--- src/rtl/pipeline_step_ctrl_pkg.sv ---
// Shared types for the pipeline advance/flush controller.
// The debug unit decodes o_state with the same state encoding.
package pipeline_step_ctrl_pkg;

  localparam int BITS_REGS_DEF = 5;
  localparam int BITS_CNT_DEF  = 32;

  typedef enum logic [1:0] {
    ST_IDLE   = 2'd0,
    ST_RUN    = 2'd1,
    ST_STEP   = 2'd2,
    ST_HALTED = 2'd3
  } state_t;

  typedef struct packed {
    logic step_pc;
    logic step_ifid;
    logic step_idex;
    logic step_exmem;
    logic step_memwb;
    logic flush_ifid;
    logic flush_idex;
  } ctl_t;

  function automatic logic is_adv_state(state_t s);
    return (s == ST_RUN) || (s == ST_STEP);
  endfunction

endpackage

--- src/rtl/pipeline_step_ctrl_if.sv ---
// Bundle of debug-unit and pipeline-latch signals around the step controller.
// Signal names are from the controller's point of view (i_ into it, o_ out of it).
interface pipeline_step_ctrl_if #(
  parameter int BITS_REGS = 5,
  parameter int BITS_CNT  = 32
);
  logic                 i_run;
  logic                 i_step_req;
  logic                 i_resume;
  logic                 i_idex_mem_read;
  logic [BITS_REGS-1:0] i_idex_rt;
  logic [BITS_REGS-1:0] i_ifid_rs;
  logic [BITS_REGS-1:0] i_ifid_rt;
  logic                 i_ctrl_redirect;
  logic                 i_halt_wb;

  logic                 o_step_pc;
  logic                 o_step_ifid;
  logic                 o_step_idex;
  logic                 o_step_exmem;
  logic                 o_step_memwb;
  logic                 o_flush_ifid;
  logic                 o_flush_idex;
  logic [1:0]           o_state;
  logic                 o_busy;
  logic                 o_halted;
  logic [BITS_CNT-1:0]  o_cycle_cnt;

  modport master (
    output i_run, i_step_req, i_resume, i_idex_mem_read, i_idex_rt,
           i_ifid_rs, i_ifid_rt, i_ctrl_redirect, i_halt_wb,
    input  o_step_pc, o_step_ifid, o_step_idex, o_step_exmem, o_step_memwb,
           o_flush_ifid, o_flush_idex, o_state, o_busy, o_halted, o_cycle_cnt
  );

  modport slave (
    input  i_run, i_step_req, i_resume, i_idex_mem_read, i_idex_rt,
           i_ifid_rs, i_ifid_rt, i_ctrl_redirect, i_halt_wb,
    output o_step_pc, o_step_ifid, o_step_idex, o_step_exmem, o_step_memwb,
           o_flush_ifid, o_flush_idex, o_state, o_busy, o_halted, o_cycle_cnt
  );
endinterface

--- src/rtl/pipeline_step_ctrl_hazard_detect.sv ---
// Combinational load-use detection and per-latch step/flush selection.
// Redirect wins over load-use: the stalled instruction is being squashed anyway.
module pipeline_step_ctrl_hazard_detect
  import pipeline_step_ctrl_pkg::*;
#(
  parameter int BITS_REGS = BITS_REGS_DEF
) (
  input  logic                 i_adv,
  input  logic                 i_idex_mem_read,
  input  logic [BITS_REGS-1:0] i_idex_rt,
  input  logic [BITS_REGS-1:0] i_ifid_rs,
  input  logic [BITS_REGS-1:0] i_ifid_rt,
  input  logic                 i_ctrl_redirect,
  output ctl_t                 o_ctl
);

  logic w_lu;

  assign w_lu = i_idex_mem_read && (i_idex_rt != '0) &&
                ((i_idex_rt == i_ifid_rs) || (i_idex_rt == i_ifid_rt));

  always_comb begin
    o_ctl = '0;
    if (i_adv) begin
      o_ctl.step_exmem = 1'b1;
      o_ctl.step_memwb = 1'b1;
      o_ctl.step_idex  = 1'b1;
      if (i_ctrl_redirect) begin
        o_ctl.step_pc    = 1'b1;
        o_ctl.step_ifid  = 1'b1;
        o_ctl.flush_ifid = 1'b1;
        o_ctl.flush_idex = 1'b1;
      end else if (w_lu) begin
        // hold PC and IF/ID, inject a bubble into ID/EX
        o_ctl.flush_idex = 1'b1;
      end else begin
        o_ctl.step_pc   = 1'b1;
        o_ctl.step_ifid = 1'b1;
      end
    end
  end

endmodule

--- src/rtl/pipeline_step_ctrl.sv ---
// Pipeline advance/flush controller: run/step/halt FSM and advanced-cycle counter.
//   state     | meaning
//   ST_IDLE   | pipeline frozen, waiting for run or a step request
//   ST_RUN    | continuous advance while i_run stays high
//   ST_STEP   | single advance cycle, then back to idle
//   ST_HALTED | halt seen at MEM/WB, frozen until i_resume
module pipeline_step_ctrl
  import pipeline_step_ctrl_pkg::*;
#(
  parameter int BITS_REGS = BITS_REGS_DEF,
  parameter int BITS_CNT  = BITS_CNT_DEF
) (
  input  logic               i_clk,
  input  logic               i_reset,
  pipeline_step_ctrl_if.slave bus
);

  state_t              r_state;
  logic                r_busy;
  logic                r_halted;
  logic [BITS_CNT-1:0] r_cycle_cnt;
  logic                w_adv;
  ctl_t                w_ctl;

  // A halt at MEM/WB blocks the advance in the same cycle, so its write never lands.
  assign w_adv = is_adv_state(r_state) && !bus.i_halt_wb;

  pipeline_step_ctrl_hazard_detect #(
    .BITS_REGS (BITS_REGS)
  ) u_hazard_detect (
    .i_adv           (w_adv),
    .i_idex_mem_read (bus.i_idex_mem_read),
    .i_idex_rt       (bus.i_idex_rt),
    .i_ifid_rs       (bus.i_ifid_rs),
    .i_ifid_rt       (bus.i_ifid_rt),
    .i_ctrl_redirect (bus.i_ctrl_redirect),
    .o_ctl           (w_ctl)
  );

  always_ff @(posedge i_clk or negedge i_reset) begin
    if (!i_reset) begin
      r_state  <= ST_IDLE;
      r_busy   <= 1'b0;
      r_halted <= 1'b0;
    end else begin
      case (r_state)
        ST_IDLE: begin
          if (bus.i_run) begin
            r_state <= ST_RUN;
            r_busy  <= 1'b1;
          end else if (bus.i_step_req) begin
            r_state <= ST_STEP;
            r_busy  <= 1'b1;
          end
        end
        ST_RUN: begin
          if (bus.i_halt_wb) begin
            r_state  <= ST_HALTED;
            r_busy   <= 1'b0;
            r_halted <= 1'b1;
          end else if (!bus.i_run) begin
            r_state <= ST_IDLE;
            r_busy  <= 1'b0;
          end
        end
        ST_STEP: begin
          r_busy <= 1'b0;
          if (bus.i_halt_wb) begin
            r_state  <= ST_HALTED;
            r_halted <= 1'b1;
          end else begin
            r_state <= ST_IDLE;
          end
        end
        ST_HALTED: begin
          if (bus.i_resume) begin
            r_state  <= ST_IDLE;
            r_halted <= 1'b0;
          end
        end
        default: begin
          r_state  <= ST_IDLE;
          r_busy   <= 1'b0;
          r_halted <= 1'b0;
        end
      endcase
    end
  end

  always_ff @(posedge i_clk or negedge i_reset) begin
    if (!i_reset) begin
      r_cycle_cnt <= '0;
    end else if (w_adv) begin
      r_cycle_cnt <= r_cycle_cnt + 1'b1;
    end
  end

  assign bus.o_step_pc    = w_ctl.step_pc;
  assign bus.o_step_ifid  = w_ctl.step_ifid;
  assign bus.o_step_idex  = w_ctl.step_idex;
  assign bus.o_step_exmem = w_ctl.step_exmem;
  assign bus.o_step_memwb = w_ctl.step_memwb;
  assign bus.o_flush_ifid = w_ctl.flush_ifid;
  assign bus.o_flush_idex = w_ctl.flush_idex;
  assign bus.o_state      = r_state;
  assign bus.o_busy       = r_busy;
  assign bus.o_halted     = r_halted;
  assign bus.o_cycle_cnt  = r_cycle_cnt;

endmodule
--- src/flat_wrapper.sv ---
// flat-port wrapper written by rule: the top's interface ports become plain ports
module pipeline_step_ctrl_flat import pipeline_step_ctrl_pkg::*;
#(
  parameter int BITS_REGS = BITS_REGS_DEF,
  parameter int BITS_CNT  = BITS_CNT_DEF
)
  (i_clk, i_reset, bus_i_run, bus_i_step_req, bus_i_resume, bus_i_idex_mem_read, bus_i_idex_rt, bus_i_ifid_rs, bus_i_ifid_rt, bus_i_ctrl_redirect, bus_i_halt_wb, bus_o_step_pc, bus_o_step_ifid, bus_o_step_idex, bus_o_step_exmem, bus_o_step_memwb, bus_o_flush_ifid, bus_o_flush_idex, bus_o_state, bus_o_busy, bus_o_halted, bus_o_cycle_cnt);
  pipeline_step_ctrl_if #(.BITS_REGS(BITS_REGS), .BITS_CNT(BITS_CNT)) bus_i ();
  input  logic i_clk;
  input  logic i_reset;
  input wire logic [$bits(bus_i.i_run)-1:0] bus_i_run;
  input wire logic [$bits(bus_i.i_step_req)-1:0] bus_i_step_req;
  input wire logic [$bits(bus_i.i_resume)-1:0] bus_i_resume;
  input wire logic [$bits(bus_i.i_idex_mem_read)-1:0] bus_i_idex_mem_read;
  input wire logic [$bits(bus_i.i_idex_rt)-1:0] bus_i_idex_rt;
  input wire logic [$bits(bus_i.i_ifid_rs)-1:0] bus_i_ifid_rs;
  input wire logic [$bits(bus_i.i_ifid_rt)-1:0] bus_i_ifid_rt;
  input wire logic [$bits(bus_i.i_ctrl_redirect)-1:0] bus_i_ctrl_redirect;
  input wire logic [$bits(bus_i.i_halt_wb)-1:0] bus_i_halt_wb;
  output wire logic [$bits(bus_i.o_step_pc)-1:0] bus_o_step_pc;
  output wire logic [$bits(bus_i.o_step_ifid)-1:0] bus_o_step_ifid;
  output wire logic [$bits(bus_i.o_step_idex)-1:0] bus_o_step_idex;
  output wire logic [$bits(bus_i.o_step_exmem)-1:0] bus_o_step_exmem;
  output wire logic [$bits(bus_i.o_step_memwb)-1:0] bus_o_step_memwb;
  output wire logic [$bits(bus_i.o_flush_ifid)-1:0] bus_o_flush_ifid;
  output wire logic [$bits(bus_i.o_flush_idex)-1:0] bus_o_flush_idex;
  output wire logic [$bits(bus_i.o_state)-1:0] bus_o_state;
  output wire logic [$bits(bus_i.o_busy)-1:0] bus_o_busy;
  output wire logic [$bits(bus_i.o_halted)-1:0] bus_o_halted;
  output wire logic [$bits(bus_i.o_cycle_cnt)-1:0] bus_o_cycle_cnt;
  assign bus_i.i_run = bus_i_run;
  assign bus_i.i_step_req = bus_i_step_req;
  assign bus_i.i_resume = bus_i_resume;
  assign bus_i.i_idex_mem_read = bus_i_idex_mem_read;
  assign bus_i.i_idex_rt = bus_i_idex_rt;
  assign bus_i.i_ifid_rs = bus_i_ifid_rs;
  assign bus_i.i_ifid_rt = bus_i_ifid_rt;
  assign bus_i.i_ctrl_redirect = bus_i_ctrl_redirect;
  assign bus_i.i_halt_wb = bus_i_halt_wb;
  assign bus_o_step_pc = bus_i.o_step_pc;
  assign bus_o_step_ifid = bus_i.o_step_ifid;
  assign bus_o_step_idex = bus_i.o_step_idex;
  assign bus_o_step_exmem = bus_i.o_step_exmem;
  assign bus_o_step_memwb = bus_i.o_step_memwb;
  assign bus_o_flush_ifid = bus_i.o_flush_ifid;
  assign bus_o_flush_idex = bus_i.o_flush_idex;
  assign bus_o_state = bus_i.o_state;
  assign bus_o_busy = bus_i.o_busy;
  assign bus_o_halted = bus_i.o_halted;
  assign bus_o_cycle_cnt = bus_i.o_cycle_cnt;
  pipeline_step_ctrl #(.BITS_REGS(BITS_REGS), .BITS_CNT(BITS_CNT)) u_core (.i_clk(i_clk), .i_reset(i_reset), .bus(bus_i));
endmodule
--- config.mk ---
export PLATFORM = sky130hd
export DESIGN_NAME = pipeline_step_ctrl_flat
export DESIGN_NICKNAME = d
export VERILOG_FILES = /design/src/rtl/pipeline_step_ctrl_pkg.sv /design/src/rtl/pipeline_step_ctrl_if.sv /design/src/rtl/pipeline_step_ctrl_hazard_detect.sv /design/src/rtl/pipeline_step_ctrl.sv /design/src/flat_wrapper.sv
export SDC_FILE = /design/constraint.sdc
export NUM_CORES = 1
export LEC_CHECK = 0
export CAP_MARGIN = 15
export CORE_ASPECT_RATIO = 0.9
export CORE_MARGIN = 10
export CORE_UTILIZATION = 45
export CTS_CLUSTER_SIZE = 16
export DETAILED_ROUTE_END_ITERATION = 10
export PLACE_DENSITY = 0.78
export SLEW_MARGIN = 20
export SYNTH_ARGS = -nofsm -noshare
export SYNTH_HDL_FRONTEND = slang
export SYNTH_SLANG_ARGS = --single-unit
--- constraint.sdc ---
create_clock -name i_clk -period 2.6 [get_ports i_clk]
set_clock_uncertainty 0.1 [all_clocks]
set_input_delay 0.65 -clock i_clk [delete_from_list [all_inputs] [get_ports i_clk]]
set_output_delay 0.65 -clock i_clk [all_outputs]
set_load 0.01 [all_outputs]
; ---- Word level (Yosys, flattened, before mapping)
; Index checks and enable logic that the tools add are counted.
[classes]
add_sub_neg = 1
n_eq_ne = 9
muxes = 21
n_reduce_logical = 14
[op_table]
columns = cell, n
row1 = "adder 32 x 1 -> 32 bit, second input constant", 1
row2 = two-way mux 2 bit, 8
row3 = == test 5 bit, 2
row4 = two-way mux 1 bit, 9
row5 = AND reduction 3 bit, 3
row6 = one-hot mux 2 bit (4 select lines), 1
row7 = two-way mux 7 bit, 1
row8 = "inequality test 3 bit, second input constant", 2
row9 = nonzero test 5 bit, 1
row10 = "== test 2 bit, second input constant", 2
row11 = logical AND 1 bit, 3
row12 = one-hot mux 1 bit (3 select lines), 1
row13 = nonzero test 3 bit, 1
row14 = "== test 2 x 1 -> 1 bit, second input constant", 1
row15 = zero test 2 bit, 1
row16 = logical OR 1 bit, 2
row17 = "inequality test 2 x 1 -> 1 bit, second input constant", 1
row18 = "inequality test 2 bit, second input constant", 1
row19 = one-hot mux 1 bit (2 select lines), 1
row20 = nonzero test 2 bit, 1
row21 = OR reduction 2 bit, 1
row22 = zero test 1 bit, 1
[word_totals]
ff_bits = 36
out_inout_bits = 43

; ---- Logic depth before layout (Yosys ltp)
; Gate-level depths: netlist of the first run.
[logic_depth]
ltp_word = 6
ltp_mapped = 7
depth_no_buf = 6

; ---- Hierarchy
; A second synthesis of the first run with hierarchy kept.
[hier_totals]
hier_cells = 179
area_unflattened_um2 = 1941.9
[modules_own_cells]
columns = mod, n_inst, cells_per_inst, area_per_inst_um2, seq_area_each_um2
row1 = pipeline_step_ctrl, 1, 153, 1754.2, 900.9
row2 = pipeline_step_ctrl_hazard_detect, 1, 26, 187.7, 0.0

; ---- Worst setup path before layout of the first run
; No wires, ideal clock.
[synth_path]
kind = flip-flop to output port
startpoint = register u_core.r_state[0], in the netlist u_core.bus.o_state[0]
endpoint = output port bus_o_flush_idex
t_arrival_ns = 1.757
required_time_ns = 1.850
setup_slack_ns = 0.093
path_stages_with_launch = 7
cell_sequence = dfrtp_1 -> inv_1 -> ha_1 -> and2b_2 -> clkbuf_1 -> and2_1 -> o21bai_1
[synth_via]
elab_chain_len = 4
word_cells_on_any_way = 5
[synth_lines]
columns = element, line
row1 = "start, declared", pipeline_step_ctrl.sv:18  ; state_t r_state;
row2 = "start signal, assigned", pipeline_step_ctrl.sv:42  ; r_state <= ST_IDLE;
row3 = "start signal, assigned", pipeline_step_ctrl.sv:49  ; r_state <= ST_RUN;
row4 = "start signal, assigned", pipeline_step_ctrl.sv:52  ; r_state <= ST_STEP;
row5 = == test 2 x 1 -> 1 bit or == test 2 bit (tied branches), pipeline_step_ctrl_pkg.sv:26  ; return (s == ST_RUN) || (s == ST_STEP);
row6 = logical OR 1 bit (*), pipeline_step_ctrl_pkg.sv:26
row7 = logical AND 1 bit (*), pipeline_step_ctrl.sv:26  ; assign w_adv = is_adv_state(r_state) && !bus.i_halt_wb;
row8 = two-way mux 7 bit (*), pipeline_step_ctrl_hazard_detect.sv:24  ; if (i_adv) begin
row9 = "end, declared", flat_wrapper.sv:26  ; output wire logic [$bits(bus_i.o_flush_idex)-1:0] bus_o_flush_idex;
; Every way passes the cells marked *; elsewhere a longest branch is shown, timed or not.

; ---- Worst setup path after layout of the first run
[layout_path]
startpoint = input port bus_i_idex_rt[4]
endpoint = output port bus_o_step_pc
[layout_via]
elab_chain_len = 6
word_cells_on_any_way = 9
[layout_lines]
columns = element, line
row1 = "start, declared", flat_wrapper.sv:15  ; input wire logic [$bits(bus_i.i_idex_rt)-1:0] bus_i_idex_rt;
row2 = == test 5 bit or nonzero test 5 bit (tied branches), "pipeline_step_ctrl_hazard_detect.sv:20, pipeline_step_ctrl_hazard_detect.sv:19"
row3 = logical OR 1 bit or logical AND 1 bit (tied branches), "pipeline_step_ctrl_hazard_detect.sv:20, pipeline_step_ctrl_hazard_detect.sv:19"
row4 = logical AND 1 bit (*), pipeline_step_ctrl_hazard_detect.sv:19  ; assign w_lu = i_idex_mem_read && (i_idex_rt != '0) &&
row5 = two-way mux 2 bit (*), pipeline_step_ctrl_hazard_detect.sv:33  ; end else if (w_lu) begin
row6 = two-way mux 2 bit (*), pipeline_step_ctrl_hazard_detect.sv:28  ; if (i_ctrl_redirect) begin
row7 = two-way mux 7 bit (*), pipeline_step_ctrl_hazard_detect.sv:24
row8 = "end, declared", flat_wrapper.sv:20  ; output wire logic [$bits(bus_i.o_step_pc)-1:0] bus_o_step_pc;
; Marks and branches as above.

==> results.md, run 1 <==
- Counting both buffers and inverters, the worst setup path holds a total of 2.
- Clock latency on the worst-skew pair, taken at its later pin, is 0.29 ns.
- The max-capacitance violation count is 0.
- The final-layout fill cell count is 336.
- The clock sink count is 36.
- The maximum number of pins on one net before global-route repair is 37.
- The run finished with clean final reports.
- For this run, design rule violations remaining after detail routing come to 0.
- The number of buffers between clock root and the deepest sink is 2.
- The multi-input combinational cells in the finished layout cover a total of 970 µm².
- Synthesis inferred 36 register bits.
- Along the worst path, the maximum fanout reaches 3.
- The minimum setup slack among reg-to-reg paths is 0.67 ns.
- Registers take 901 µm².
- The power per unit of standard cell area is 717 mW/mm².
- The count of antenna-violating nets left after detailed routing is 0.
- The number of antenna violations at the first check in global routing is 0.
- The initial utilization of the core area, before any placement, comes to 46.8%.
- The most common flop cell mapped by yosys is dfrtp_1.
- The count of different cell masters after synthesis is 39.
- The max-slew violation count came to 0.
- The row count is 22.
- Broken down by cell family, the worst path's largest delay share belongs to simple AND/OR/NAND/NOR gates.
- The total wirelength of the detailed-routed design is 4930 µm.
- For the finished layout, the period the worst path requires is 2.50 ns.
- The die is 88.9 µm wide.
- The area share of the largest cell type after synthesis is 46.9%.
- The H-tree depth reported by CTS is 2.
- Setup repair after global routing left no endpoint under its margin.
- The final route contains 1,615 vias.
- The global router's overall resource usage is 14.3%.
- The number of warnings reported in the yosys synthesis log is 0.
- The max-slew headroom at the worst pin is 69.5%.
- The wire-length estimate of the detail-placed layout is 3650 µm.
- The maximum single-stage delay on the critical path is 0.45 ns.
- The cell count of the worst reg-to-reg path is 8.
- The maximum vdd drop is 0.635 mV.
- Following the worst setup path forward leads to its endpoint at bus_o_step_pc.
- The filler-free cell count of the finished design is 303.
- Static timing analysis puts the maximum clock frequency at 400 MHz.
- Compared with the post-synthesis result, the final layout area differs by 46.0%.
- The net count after synthesis is 201.
- The CTS tree is built.
- Clock tree synthesis selected as its root buffer the cell clkbuf_8.
- The critical path goes through clkdlybuf4s15_1 -> or4_4 -> o21ai_2 -> o31a_1 -> buf_2.
- Data on the critical path arrives at its endpoint at 1.75 ns.
- The number of placed cells counting well taps is 294.
- The number of I/O port buffers is 65.
- The antenna diode count is 0.
- The most area-hungry cell type in the Yosys netlist is dfrtp_1.
- The post-route cell area is 0.00280 mm².
- The total count of hold-check failures in the final report was 0.
- The slowest stage of the critical path is the or4_4 cell.
- For the pin with the worst max-slew slack, the measured transition is 0.458 ns.
- The first-iteration detailed-routing DRC count is 54.
- The number of top-level design ports is 66.
- Clock tree synthesis inserted a total of 5 buffers.
- Routability-driven placement finished with a final weighted congestion of 0.772.
- The vertical die dimension is 82.0 µm.
- Counting instances in the post-synthesis netlist gives the leading cell types as dfrtp_1, xnor2_1, xor2_1, nand4_1, nand3_1.
- In this run the static leakage power is 1.30 nW.
- After synthesis, the share of flip-flops with an asynchronous set or reset is 100%.
- The most common cell in the netlist is dfrtp_1.
- Synthesis produced 174 cells.
- The worst register-to-register path begins at u_core.bus.o_state[1]$_DFFE_PN0P_.
- The clock slew at the register clock pins of the worst setup and hold paths is 0.07 ns.
- Across all hold checks on the routed design, the worst slack comes to 0.396 ns.
- The start-to-end type of the worst setup path is in2out.
- In this run the cell area of the synthesized design comes to 0.00192 mm².
- The number of nets in the layout is 281.
- Dividing the detail-routed wire length by the instance count gives 16.3 µm.
- The number of iterations in the first detailed-routing pass is 4.
- The worst hold path belongs to the class reg2reg.
- The average vias per placed instance is 5.33.
- The per-instance average area after synthesis is 11.0 µm².
- Dividing the final minimum period by the clock period gives 96.3%.
- The worst register-to-register path ends at u_core.bus.o_cycle_cnt[26]$_DFFE_PN0P_.
- The hold buffer count at CTS is 0.
- The region available for standard cell placement spans 0.00410 mm².
- The critical path runs through a total of 5 cells.
- The number of synthesized flops with an enable pin is 0.
- The number of global-route vias before repair is 1,739.
- The first global-routing pass estimated 8160 µm of wire.
- STA classifies the critical path startpoint as an input pin.
- The worst setup path is captured at an output pin.
- Ranked by total cell area, the synthesized netlist is headed by dfrtp_1, xnor2_1, xor2_1.
- The number of failing setup endpoints in the final timing report is 0.
- The critical path starts at bus_i_idex_rt[4].
- The total placed instance area is 0.00268 mm².
- Sequential elements use 46.9% of the synthesized area.
- The fraction of final layout cells sized beyond drive strength 1 is 17.3%.
- The die area is 0.00728 mm².
- The required time at the endpoint of the critical path is 1.85 ns.
- The remaining global-route overflow is 0.
- Cells fill 68.4% of the core in the end.
[sequential cells by signal (all words and copies together), names as in the netlist]
register	cells
u_core.bus.o_cycle_cnt	32
u_core.bus.o_halted	1
u_core.bus.o_state	2
u_core.bus.o_busy	1
[worst reg2reg max path, cell delays in order, from the launching register on]
cell	delay (ns)
dfrtp_1	0.34
inv_1	0.06
ha_1	0.29
buf_4	0.13
nand3b_2	0.10
nor4_4	0.27
buf_4	0.23
nand4_1	0.14
xnor2_1	0.16
[metrics by stage]
step	total power [mW]	TNS [ns]	setup WS, ns
floorplan	1.12	0	0.0931
global placement	1.51	-2.66	-0.641
detailed placement	1.52	-2.67	-0.659
CTS	2.03	0	0.00190
global route	2.13	0	0.0200
finish	2.01	0	0.0975
[per-layer routing]
metal  share of wire (%)  track usage [%]
met5                   0                0
met4                 1.9             6.13
met3                 7.7             4.95
met2                  48             24.0
met1                  42             16.4
[worst min path at each step]
stage	cells after the start	startpoint	slack [ns]	endpoint
3_3_place_gp	1	u_core.bus.o_cycle_cnt[31]$_DFFE_PN0P_	0.36	u_core.bus.o_cycle_cnt[31]$_DFFE_PN0P_
2_1_floorplan	0	i_reset	0.25	u_core.bus.o_busy$_DFFE_PN0P_
5_1_grt	1	u_core.bus.o_cycle_cnt[21]$_DFFE_PN0P_	0.42	u_core.bus.o_cycle_cnt[21]$_DFFE_PN0P_
4_1_cts	1	u_core.bus.o_cycle_cnt[21]$_DFFE_PN0P_	0.40	u_core.bus.o_cycle_cnt[21]$_DFFE_PN0P_
3_5_place_dp	1	u_core.bus.o_cycle_cnt[30]$_DFFE_PN0P_	0.39	u_core.bus.o_cycle_cnt[30]$_DFFE_PN0P_
6_report	1	u_core.bus.o_cycle_cnt[24]$_DFFE_PN0P_	0.40	u_core.bus.o_cycle_cnt[24]$_DFFE_PN0P_
[cell type report]
class                           count  share of cell area [%]
Clock buffer                        7                    3.44
Tap cell                           48                    2.14
Multi-Input combinational cell    125                    34.6
Sequential cell                    36                    32.1
Inverter                            7                   0.937
Clock inverter                      1                    1.07
Timing Repair Buffer               79                    25.7
[logic make-up (layout without fill, tap and decap cells)]
family,after synthesis,in the layout,synth area share (%)
xor+xnor,41,41,18.7
simple gates,63,63,21.5
buf+inv,13,94,3.91
compound gates,16,16,5.80
mux,1,1,0.586
fa+ha+maj,4,4,2.61
flops,36,36,46.9
[placed cells by master, fill, tap and decap left out, drive strengths merged, types with 2 or more instances in the layout]
cell	instances
clkdlybuf4s50	42
dfrtp	36
xnor2	26
buf	17
xor2	15
dlygate4sd2	13
nand4	12
nand3	12
clkbuf	10
inv	7
nor2	7
and3	7
nand2	7
ha	4
nor3	4
o31ai	3
a21oi	3
dlymetal6s2s	3
nor4	3
nand4b	2
and4	2
o2bb2ai	2
nor2b	2
and2	2
o21ai	2
[where the power goes]
part	switching [mW]	internal [mW]	total, mW
clock	0.194	0.338	0.533
combinational	0.364	0.399	0.763
sequential	0.0784	0.636	0.714
[repair_timing]
action | 4_1_cts | 5_1_grt
pin swaps | 9 | 9
resized for setup | 38 | 9
endpoints found under the setup margin | 7 | 7
buffers inserted | 1 | 0
Note: power is estimated with default switching activity, not from simulation.
==> inputs of run 2 (changes only) <==
GPL_TIMING_DRIVEN = 0   (was unset)
==> run 2 against run 1 <==
Compared with the run above:
- fmax down 1.0%
- sequential share of layout area up 0.55 points
- final area down 1.7%
- critical path type is now reg2out
- critical endpoint is now bus_o_flush_ifid
- largest power group unchanged
==> results.md, run 2 (same netlist as run 1, synthesis figures left out) <==
- The start-to-end type of the worst setup path was reg2out (was in2out).
- The area inside the core boundary is 0.00410 mm² (unchanged).
- The number of iterations in the first detailed-routing pass was 4 (unchanged).
- The max-slew violation count is 0 (unchanged).
- The layer with the highest usage is met2 (unchanged).
- The mean routed wirelength per cell is 16.0 µm (was 16.3 µm).
- The number of buffers between clock root and the deepest sink came to 2 (unchanged).
- The leakage power is 1.24 nW (was 1.30 nW).
- The launching element type of the critical path was a flip-flop (was input pin).
- The sequential share of power is 37.3% (was 35.5%).
- The worst path arrival time came to 1.78 ns (was 1.75 ns).
- The number of global-route vias before repair was 1,683 (was 1,739).
- The total wirelength of the detailed-routed design is 4800 µm (was 4930 µm).
- Setup repair after global routing missed its margin: yes (was no).
- The average vias per placed instance is 5.29 (was 5.33).
- The count of antenna-violating nets left after detailed routing came to 0 (unchanged).
- The critical register-to-register path startpoint is u_core.bus.o_state[1]$_DFFE_PN0P_ (unchanged).
- The effective utilization at floorplan is 46.8% (unchanged).
- The slowest cell on the critical path is dfrtp_1 (was or4_4).
- The antenna diode count is 0 (unchanged).
- The total DRC errors in the routed layout is 0 (unchanged).
- The HPWL after detailed placement is 3630 µm (was 3650 µm).
- The internal portion of total power is 1.27 mW (was 1.37 mW).
- The first-pass GRT wire length is 8050 µm (was 8160 µm).
- The remaining global-route overflow is 0 (unchanged).
- The maximum vdd drop was 0.378 mV (was 0.635 mV).
- The power per unit of standard cell area came to 699 mW/mm² (was 717 mW/mm²).
- The number of antenna violations at the first check in global routing is 0 (unchanged).
- Cell chain of the critical path: inv_2 -> ha_4 -> and2b_4 -> buf_4 -> and2_1 -> dlygate4sd2_1 (was clkdlybuf4s15_1 -> or4_4 -> o21ai_2 -> o31a_1 -> buf_2).
- The first-iteration detailed-routing DRC count came to 81 (was 54).
- The global-route met2 utilization is 23.4% (was 24.0%).
- The transition time of the tightest slew-check pin is 0.476 ns (was 0.458 ns).
- The most common library cell in the layout ignoring fill and taps is clkdlybuf4s50_1 (unchanged).
- The total via count after detailed routing is 1,587 (was 1,615).
- The H-tree depth reported by CTS was 2 (unchanged).
- The part of the total power dissipated in the clock network came to 19.0% (was 26.5%).
- The required time at the endpoint of the critical path is 1.85 ns (about the same).
- The critical path launch point is u_core.bus.o_state[1]$_DFFE_PN0P_ (was bus_i_idex_rt[4]).
- The minimum setup slack in the final design is 0.0719 ns (was 0.0975 ns).
- The number of flip-flops under the largest register name is 32 (unchanged).
- The final-layout fill cell count is 335 (was 336).
- The maximum number of pins on one net before global-route repair was 23 (was 37).
- The fraction of final layout cells sized beyond drive strength 1 is 19.8% (was 17.3%).
- The final period demand of the worst path was 2.53 ns (was 2.50 ns).
- The met3 global-route usage is 6.23% (was 4.95%).
- The vertical die dimension is 82.0 µm (unchanged).
- The global placer's final weighted congestion is 0.758 (was 0.772).
- The clock slew at the register clock pins of the worst setup and hold paths was 0.07 ns (about the same).
- The number of I/O port buffers was 65 (unchanged).
- The number of top-level design ports is 66 (unchanged).
- The highest fanout seen on the critical path was 6 (was 3).
- The global router's overall resource usage is 14.0% (was 14.3%).
- The sort of element at the end of the critical path is an output pin (unchanged).
- The setup TNS came to 0 ns (unchanged).
- The switching power share of the total came to 33.9% (was 31.7%).
- The max-slew headroom at the worst pin came to 68.0% (was 69.5%).
- The CTS tree is built (unchanged).
- The synthesis-to-layout area growth was 43.5% (was 46.0%).
- Leading cell types in the layout, fill and taps excluded: clkdlybuf4s50_1, dfrtp_1, xnor2_1, xor2_1, nand4_1 (was clkdlybuf4s50_1, dfrtp_1, xnor2_1, xor2_1).
- The die area is 0.00728 mm² (unchanged).
- The net switching power figure is 654 µW (was 637 µW).
- The maximum single-stage delay on the critical path is 0.40 ns (was 0.45 ns).
- The hold buffer count at CTS came to 0 (unchanged).
- The class of the worst hold path was in2async (was reg2reg).
- The clock sink count is 36 (unchanged).
- The number of failing setup endpoints in the final timing report came to 0 (unchanged).
- The die width is 88.9 µm (unchanged).
- The clock latency on the worst-skew pair is 0.28 ns (was 0.29 ns).
- The worst setup slack before clock tree synthesis is -0.881 ns (was -0.659 ns).
- The final critical-path share of the clock period was 97.2% (was 96.3%).
- Status: completed (unchanged).
- The number of nets in the layout is 279 (was 281).
- The met1 layer usage reported by global route is 15.5% (was 16.4%).
- The combinational share of power is 43.7% (was 38.0%).
- The row count was 22 (unchanged).
- The total clock buffers created by CTS was 5 (unchanged).
- The total count of hold-check failures in the final report is 0 (unchanged).
- The max-capacitance violation count is 0 (unchanged).
- The top achievable clock speed is 396 MHz (was 400 MHz).
- The root buffer cell is clkbuf_8 (unchanged).
## run 2: per-layer routing
layer	share of wire, %	vias to the layer above
met3	11	4
li1	-	761
met1	41	757
met2	47	65
met5	0	-
met4	0.71	0
## run 2: metrics by stage
| step | hold slack [ns] | cells | utilization [%] | power (mW) | area (µm²) |
|---|---|---|---|---|---|
| final | 0.170 | 300 | 67.2 | 1.93 | 2760 |
| after global routing | 0.179 | 300 | 67.2 | 2.04 | 2760 |
| after CTS | 0.174 | 301 | 67.5 | 1.93 | 2770 |
| after detailed placement | 0.369 | 288 | 64.7 | 1.50 | 2650 |
| after global placement | 0.363 | 287 | 64.2 | 1.48 | 2630 |
| after floorplan | 0.254 | 174 | - | 1.12 | 1920 |
## run 2: worst max-delay path: cells and delay by family, from the launching register on
family                     cells  cell delay [ns]
buffers and inverters          3             0.52
adders and majority gates      1             0.23
and+or+nand+nor                2             0.34
DFF                            1             0.40
## run 2: path summary, 6_finish.rpt
kind / endpoint / slack, ns / cells after the start
setup reg to reg: u_core.bus.o_cycle_cnt[27]$_DFFE_PN0P_ / 0.65 / 6
setup / recovery: bus_o_flush_ifid / 0.07 / 6
max in group asynchronous: u_core.bus.o_cycle_cnt[27]$_DFFE_PN0P_ / 1.80 / 2
hold reg to reg: u_core.bus.o_cycle_cnt[31]$_DFFE_PN0P_ / 0.37 / 1
min in group i_clk: u_core.bus.o_cycle_cnt[31]$_DFFE_PN0P_ / 0.37 / 1
hold / removal: u_core.bus.o_busy$_DFFE_PN0P_ / 0.17 / 1
## run 2: cell type report
type	instances	area, µm²	area share, %
Multi-Input combinational cell	125	981	35.6
Sequential cell	36	901	32.7
Timing Repair Buffer	73	673	24.4
Clock buffer	6	72.6	2.63
Tap cell	48	60.1	2.18
Buffer	4	37.5	1.36
Inverter	7	26.3	0.953
Clock inverter	1	5.00	0.182
## run 2: timing repair
| item | CTS | global route |
|---|---|---|
| endpoints found under the setup margin | 7 | 5 |
| buffers inserted | 7 | 0 |
| pin swaps | 9 | 14 |
| resized for setup | 47 | 28 |
| gates cloned | 0 | 0 |
## run 2: power by group through the flow
stage                     Clock (mW)  Sequential, mW  Combinational (mW)
after detailed placement           0           0.735               0.766
final                          0.367           0.719               0.841
after floorplan                    0           0.751               0.365
after global placement             0           0.732               0.746
after global routing           0.394           0.729               0.919
after CTS                      0.374           0.715               0.842
==> patch (settings of run 2) <==
`BITS_REGS_DEF`: 5 -> 10.
--- a/src/rtl/pipeline_step_ctrl_pkg.sv
+++ b/src/rtl/pipeline_step_ctrl_pkg.sv
@@ -2,7 +2,7 @@
 // The debug unit decodes o_state with the same state encoding.
 package pipeline_step_ctrl_pkg;
 
-  localparam int BITS_REGS_DEF = 5;
+  localparam int BITS_REGS_DEF = 10;
   localparam int BITS_CNT_DEF  = 32;
 
   typedef enum logic [1:0] {
Ports: changed (resized bus_i_idex_rt, bus_i_ifid_rs and bus_i_ifid_rt); port bits go from 66 to 81. The function was not compared with the original's and may differ.
==> patch against run 2 <==
The run now ends with negative setup slack left; cell area is 13% higher; wire length rose by 14%; clock power is 2% lower; synthesized area increased by 4.2%; total power is 2.3% higher; final cell count is 17% higher; critical path depth is the same; sequential cell count unchanged; worst setup slack lost 240 ps; hold slack got worse by 30 ps; register-to-register slack lost 390 ps; critical path type is now input pin to primary output; largest cell class unchanged.
==> patch: results (changes against run 2) <==
Non-CTS inverters 8 (+1); CP max stage delay 530 ps (+130 ps); leading cell types by count after synthesis dfrtp_1 (36), xnor2_1 (36), nand2_1 (15), xor2_1 (15), nand4_1 (14); setup_tns -423 ps (-423 ps); fraction of area in registers 0.290 (-0.0369); Post-Place Cells 333 (+16%); compound-gate portion of the synthesized area 0.0413 (-0.0167); sw frac 0.332 (-0.00716); Layout clock area frac 0.0250 (-0.00317); post-synthesis mux area share 0.00563 (-0.000235); Signal buffers 96 (+25%); Setup-failing EPs final 3 (+3); crit path max fanout 3 (-3); static leakage power 1.34 nW (+8.4%); first-pass GRT wire length 9230 microns (+15%); status finished, violations left; Multi-Input Combinational 143 (+14%); Routed WL 5490 microns (+14%); largest net degree at the start of global routing 26 (+13%); xor and xnor fraction of the mapped netlist area 0.223 (+0.0363); failing checks negative setup slack; Mapped Nets 234 (+16%); Non-Clock Buffer Area Fraction 0.291 (+0.0333); DR iter-0 viols 94 (+16%); Area contributors post-synth dfrtp_1 (45%), xnor2_1 (16%), xor2_1 (6.6%); dpl hpwl 4390 microns (+21%); final worst slack -170 ps (-242 ps); combinational share of power 0.446 (+0.009); RD Place Congestion 0.817 (+7.7%); Seq/Total Area, Yosys 0.450 (-0.0188); Top delay family on crit path simple AND/OR/NAND/NOR gates; Vias 1730 (+9.0%); met2 usage 0.240 (+0.00502); Finished Layout Cells 350 (+17%); seq_cells 36 (unchanged); Synth Area in Adders 0.0250 (-0.00104); Multi-input gate area 1120 sq um (+14%); Max VDD drop 0.318 mV (-16%); CP arrival 2020 ps (+240 ps); FILL cells 318 (-5.1%); ratio of cells with drive above 1 in the final layout 0.193 (-0.00531); synthesized area per cell 10.4 sq um (-5.6%); Design Power 1.97 mW (+2.3%); worst-margin pin slew 644 ps (+168 ps); Total Routing Usage GR 0.146 (+0.00680); Slowest cell on crit path or4_4; PortBufs 80 (+23%); synth unique cells 35 (-10%)
patch: changes by cell type in the layout (fill, tap and decap cells not counted), moves of 3 or more:
cell and change:
xnor2_1 +9, clkdlybuf4s15_1 +6, dlygate4sd2_1 +8, nor4_2 +4, clkbuf_2 -6, and3_1 -5, nor2_1 +5, nand2_1 +8
buf_4 +3
patch: what timing repair did:
item,CTS,global route
pin swaps,25,13
gates resized for setup,90,22
setup endpoints to repair,7,12
gates cloned,0,0
buffers inserted,8,2
patch: through the flow:
stage	instance area (sq um)	hold WS [ps]	utilization
detailed placement	2900	380	0.693
CTS	3030	145	0.725
finish	3110	140	0.743
floorplan	2010	254	-
global placement	2880	355	0.689
global route	3110	149	0.743
patch: path summary, 6_finish.rpt:
path,start,slack [ps],cells after the start,end
setup / recovery,bus_i_idex_rt[8],-170,6,bus_o_step_pc
min in group i_clk,u_core.bus.o_cycle_cnt[31],380,1,u_core.bus.o_cycle_cnt[31]
hold reg to reg,u_core.bus.o_cycle_cnt[31],380,1,u_core.bus.o_cycle_cnt[31]
max in group asynchronous,i_reset,1840,2,u_core.bus.o_cycle_cnt[8]
setup reg to reg,u_core.bus.o_state[1],260,10,u_core.bus.o_cycle_cnt[30]
hold / removal,i_reset,140,1,u_core.bus.o_cycle_cnt[31]
patch: layer usage:
| layer | vias to the layer above | part of all wire |
|---|---|---|
| li1 | 859 | - |
| met1 | 811 | 0.41 |
| met2 | 53 | 0.50 |
| met3 | 7 | 0.075 |
| met4 | 0 | 0.012 |
| met5 | - | 0 |
patch: worst register-to-register path: cells and delay by family, from the launching register on:
| family | cells | cell delay (ps) |
|---|---|---|
| xor+xnor | 1 | 130 |
| flops | 1 | 360 |
| simple gates | 4 | 940 |
| buf+inv | 4 | 430 |
| fa+ha+maj | 1 | 270 |
